$ cat config.mk
export PLATFORM = sky130hd
export DESIGN_NAME = io_port_fifo
export DESIGN_NICKNAME = d
export VERILOG_FILES = /design/src/rtl/io_port_fifo.sv
export SDC_FILE = /design/constraint.sdc
export NUM_CORES = 1
export LEC_CHECK = 0
export CAP_MARGIN = 20
export CORE_ASPECT_RATIO = 1.25
export CORE_MARGIN = 4
export CORE_UTILIZATION = 40
export DETAILED_ROUTE_END_ITERATION = 8
export MAX_ROUTING_LAYER = met4
export PLACE_DENSITY = 0.58
export SYNTH_ARGS = -nofsm -noshare
export SYNTH_HDL_FRONTEND = slang
export SYNTH_SLANG_ARGS = --single-unit
$ cat constraint.sdc
create_clock -name clock -period 12.4 [get_ports clock]
set_input_delay 1.86 -clock clock [delete_from_list [all_inputs] [get_ports clock]]
set_output_delay 1.86 -clock clock [all_outputs]
set_load 0.005 [all_outputs]
$ cat src/rtl/io_port_fifo.sv
// io_port_fifo: show-ahead word FIFO between a producer and the CPU I/O port.
// Optional sticky error flags are enabled by defining IO_PORT_FIFO_ERROR_FLAGS_EN.
module io_port_fifo #(
    parameter int WORD_WIDTH = 36,
    parameter int DEPTH      = 8,
    parameter int ADDR_WIDTH = 3
) (
    input  logic                  clock,
    input  logic                  reset,
    input  logic                  in_valid,
    input  logic [WORD_WIDTH-1:0] in_data,
    output logic                  in_ready,
    input  logic                  io_rden,
    output logic [WORD_WIDTH-1:0] io_read_data,
    output logic                  io_read_EF,
    output logic [ADDR_WIDTH:0]   count,
    output logic                  underflow_err,
    output logic                  overflow_err
);

    localparam logic [ADDR_WIDTH:0] FULL_COUNT = (ADDR_WIDTH + 1)'(DEPTH);

    logic [WORD_WIDTH-1:0] mem [DEPTH];
    logic [ADDR_WIDTH-1:0] head;
    logic [ADDR_WIDTH-1:0] tail;
    logic [ADDR_WIDTH:0]   occ;
    logic                  push;
    logic                  pop;

    // Handshake flags come only from the registered occupancy.
    always_comb begin
        in_ready   = (occ != FULL_COUNT);
        io_read_EF = (occ != '0);
        push       = in_valid && in_ready;
        pop        = io_rden && io_read_EF;
        count      = occ;
    end

    // Show-ahead: head entry is presented without a read cycle.
    always_comb begin
        io_read_data = mem[head];
    end

    // Storage is never reset; stale words are masked by the occupancy.
    always_ff @(posedge clock) begin
        if (push) begin
            mem[tail] <= in_data;
        end
    end

    // Pointers wrap naturally because DEPTH is a power of two.
    always_ff @(posedge clock or posedge reset) begin
        if (reset) begin
            head <= '0;
            tail <= '0;
        end else begin
            if (push) begin
                tail <= tail + ADDR_WIDTH'(1);
            end
            if (pop) begin
                head <= head + ADDR_WIDTH'(1);
            end
        end
    end

    // Occupancy distinguishes full from empty when head equals tail.
    always_ff @(posedge clock or posedge reset) begin
        if (reset) begin
            occ <= '0;
        end else begin
            unique case ({push, pop})
                2'b10:   occ <= occ + (ADDR_WIDTH + 1)'(1);
                2'b01:   occ <= occ - (ADDR_WIDTH + 1)'(1);
                default: occ <= occ;
            endcase
        end
    end

`ifdef IO_PORT_FIFO_ERROR_FLAGS_EN
    logic uf_q;
    logic of_q;

    // Sticky misuse flags, cleared only by reset.
    always_ff @(posedge clock or posedge reset) begin
        if (reset) begin
            uf_q <= 1'b0;
            of_q <= 1'b0;
        end else begin
            if (io_rden && !io_read_EF) begin
                uf_q <= 1'b1;
            end
            if (in_valid && !in_ready) begin
                of_q <= 1'b1;
            end
        end
    end

    assign underflow_err = uf_q;
    assign overflow_err  = of_q;
`else
    assign underflow_err = 1'b0;
    assign overflow_err  = 1'b0;
`endif

endmodule

==> results by group <==
Setup path
  – Kind of start point of the critical path: flop
  – Internal reg-to-reg setup slack: 9.33 ns
  – R2R depth: 7
  – Critical path start-end classification: flop to output port
  – Worst Setup End Kind: output port
  – Worst setup path start: head[0]$_DFFE_PP0P_
  – Required time of the worst setup path: roughly 11 ns
  – Critical R2R Capture: count[3]$_DFFE_PP0P_
  – Peak fanout along the critical path: 51
  – Reg-to-reg startpoint: count[0]$_DFFE_PP0P_
  – Critical path data arrival time: 3.17 ns
  – Capturing instance or port of the critical path: io_read_data[34]

STA
  – Setup repair after global routing missed its margin: no
  – Post-route clock period utilization: 40.5%
  – Final count of hold timing violations: 0
  – Worst relative slew slack: 32.9%
  – Transition at the pin with the smallest max-transition slack: 1.01 ns
  – Fmax: between 150 and 200 MHz
  – Count of endpoints failing setup in the final report: 0
  – Setup TNS after final layout: 0 ns
  – Final worst path period need: roughly 5.0 ns
  – Setup skew after layout: roughly 0.012 ns
  – Worst Hold Margin: ~0.57 ns
  – Slew Limit Fails: 0

Power and ir drop
  – Leakage: 0.00459 uW
  – IR Drop Worst-Case VDD: around 0.12 mV
  – Power per Cell Area: 227 mW/mm2

Synth
  – Complex-gate fraction of the synthesized area: 0.364%
  – Primary flip-flop cell chosen by synthesis mapping: sky130_fd_sc_hd__edfxtp_1
  – Cell with the most instances after synthesis: sky130_fd_sc_hd__edfxtp_1
  – Sequential share of the synthesized area: 76.1%
  – Post-Synth Adder-Cell Area: 0.706%
  – Area leader, netlist: sky130_fd_sc_hd__edfxtp_1
  – Share of the synthesized area in the top cell type: between 70% and 80%
  – Count of unique library cells instantiated by Yosys: 35
  – Area of the mapped netlist: between 0.01 and 0.015 mm2
  – Cells after Synth: 484
  – Flip-flop and latch count after synthesis: 298
  – Basic-gate share of the synthesized area counting and, or, nand and nor cells: 1.24%
  – EDFF count, synth: 288
  – Mux cell area share after synthesis: 19.5%
  – Largest family of logic cells by synthesized area: multiplexers
  – Share of flip-flops with an asynchronous set or reset after synthesis: around 3.4%
  – Warning count from the yosys run: 0
  – Biggest area contributors in the synthesized netlist: sky130_fd_sc_hd__edfxtp_1 (74%), sky130_fd_sc_hd__mux4_1 (13%), sky130_fd_sc_hd__mux2_2 (3.8%)
  – Per-instance average area after synthesis: 24.2 um2
  – Parity-gate share of the synthesized area counting xor and xnor cells: 0.449%
  – Leading cell types by count after synthesis: sky130_fd_sc_hd__edfxtp_1 (288), sky130_fd_sc_hd__mux4_1 (57), sky130_fd_sc_hd__mux2_2 (39)

Cells and area
  – Area growth from synthesis to layout: 19.3%
  – Total Nets Final: between 600 and 700
  – Fraction of final layout cells sized beyond drive strength 1: 20.4%
  – Number of standard cells in the layout, taps in and fillers out: 1003

CTS
  – Clock slew at reported path FFs: 0.06 ns
  – Post_cts resized: 0
  – Post-cts hold buffer count: 0
  – Number of setup buffers added after CTS: 0
  – Sinks on the clock net: between 200 and 300
  – Count of H-tree levels built during CTS: 1
  – Maximum root-to-sink buffer count: 3
  – Clock tree from TritonCTS: yes
  – Clock network latency to the later pin of the worst-skew pair: 0.54 ns
  – TritonCTS buffer count: 29
  – CTS Root Buffer Type: sky130_fd_sc_hd__clkbuf_16

GRT
  – Antenna violations before repair: 1
  – First-pass GRT wire length: about 35000 um
  – Grt total ovfl: 0
  – Via count of the first global-routing pass: between 5000 and 6000
  – Pin count of the biggest net entering global routing: 75
  – GR Util All Layers: between 10 and 15%

Route
  – Avg Vias per Cell: 5.23
  – Total wire length: 22800 um
  – Mean routed wirelength per cell: 22.7 um
  – Number of detailed-routing iterations run before antenna repair: 4
  – ANT nets after route: 0
  – Detailed Route Iter0 Violations: 335
  – Routed vias: 5249
  – Number of remaining DRC errors: 0

Floorplanning
  – Height of the die: 199 um
  – I/O pin total: 84
  – Number of rows created at floorplan: just under 70
  – Std-Cell Core Area: ~0.029 mm2
  – Die outline area: 0.0321 mm2
  – Starting density of the core: about two fifths
  – Horizontal extent of the die: 161 um

Job
  – Number of violations of the max-capacitance limit: 0

Placement
  – Placed wire-length estimate: ~13000 um
  – Placed insts: around 950
  – Placer's final routability congestion estimate: between 0.7 and 0.8
  – Number of port buffers: 81

Hold path
  – Worst min-delay path category: flop to flop

Outcome
  – Result of the run: finished clean
worst max-delay path, stage by stage, from the launching register on:
cell and delay, ns:
sky130_fd_sc_hd__dfrtp_4 0.55, sky130_fd_sc_hd__buf_4 0.32, sky130_fd_sc_hd__buf_16 0.33, sky130_fd_sc_hd__mux4_1 0.60, sky130_fd_sc_hd__mux2_2 0.31, sky130_fd_sc_hd__clkdlybuf4s50_1 0.47
final cells by class:
cell class / count / area (um2)
antenna: 1 / 2.50
clock buffer: 35 / 748
clock inverter: 19 / 173
fill: 2345 / 14700
inverter: 6 / 22.5
multi-input combinational: 157 / 2660
sequential: 298 / 8910
tap: 390 / 488
timing repair buffer: 97 / 951
power by group:
group,total [uW],switching [uW],internal [uW]
logic,947,387,560
registers,1380,109,1270
clock network,845,353,492
total,3170,849,2320
worst min-delay path by stage:
stage | to | from | depth (start not counted)
after floorplan | tail[2]$_DFFE_PP0P_ | tail[2]$_DFFE_PP0P_ | 1
after global placement | count[2]$_DFFE_PP0P_ | count[2]$_DFFE_PP0P_ | 2
after detailed placement | count[2]$_DFFE_PP0P_ | count[2]$_DFFE_PP0P_ | 2
after CTS | count[2]$_DFFE_PP0P_ | count[2]$_DFFE_PP0P_ | 2
after global routing | count[2]$_DFFE_PP0P_ | count[2]$_DFFE_PP0P_ | 2
final | count[2]$_DFFE_PP0P_ | count[2]$_DFFE_PP0P_ | 2
logic make-up (layout without fill, tap and decap cells):
logic type | after synthesis | in the layout
multiplexers | 112 | 112
AND/OR/NAND/NOR | 25 | 25
flip-flops | 298 | 298
buffers and inverters | 30 | 157
XOR/XNOR | 6 | 6
adder cells (fa/ha/maj) | 6 | 6
other | 1 | 3
AO/OA/AOI/OAI | 6 | 6
layout by cell type (no fill, tap or decap), types with 2 or more instances in the layout:
cell / instances
sky130_fd_sc_hd__clkdlybuf4s50_1: 81
sky130_fd_sc_hd__clkbuf_1: 6
sky130_fd_sc_hd__nand2b_1: 2
sky130_fd_sc_hd__bufinv_16: 3
sky130_fd_sc_hd__nand2_1: 3
sky130_fd_sc_hd__a21oi_1: 2
sky130_fd_sc_hd__mux4_2: 15
sky130_fd_sc_hd__inv_6: 2
sky130_fd_sc_hd__clkinv_2: 7
sky130_fd_sc_hd__mux2_2: 39
sky130_fd_sc_hd__nor3b_1: 2
sky130_fd_sc_hd__clkbuf_16: 29
sky130_fd_sc_hd__inv_1: 6
sky130_fd_sc_hd__buf_4: 15
sky130_fd_sc_hd__conb_1: 2
sky130_fd_sc_hd__edfxtp_1: 288
sky130_fd_sc_hd__clkinv_1: 6
sky130_fd_sc_hd__nand3_1: 4
sky130_fd_sc_hd__dfrtp_4: 2
sky130_fd_sc_hd__mux4_1: 57
sky130_fd_sc_hd__xnor2_1: 5
sky130_fd_sc_hd__nor2_4: 3
sky130_fd_sc_hd__ha_1: 5
sky130_fd_sc_hd__dfrtp_1: 7
sky130_fd_sc_hd__nor3_2: 4
sequential cells by signal, summed over array words and instances, names as in the netlist:
register / flops
count: 4
head: 3
mem: 288
tail: 3
layer usage:
| metal | up-vias | share of wire (%) | GRT usage [%] |
|---|---|---|---|
| met5 | - | 0 | - |
| met4 | 0 | 1.7 | 3.45 |
| met3 | 30 | 3.5 | 2.02 |
| met2 | 114 | 53 | 25.9 |
| met1 | 2796 | 42 | 18.3 |
| li1 | 2309 | - | - |
metrics by stage:
step	area (um2)	util (%)	total power [uW]	setup WS (ns)
after floorplan	11700	-	1940	6.51
after global placement	13000	45.4	2350	7.58
after detailed placement	13000	45.4	2370	7.58
after CTS	13900	48.6	3220	6.99
after global routing	14000	48.7	3330	7.22
final	14000	48.7	3170	7.37
(Power assumes the default switching activity.)
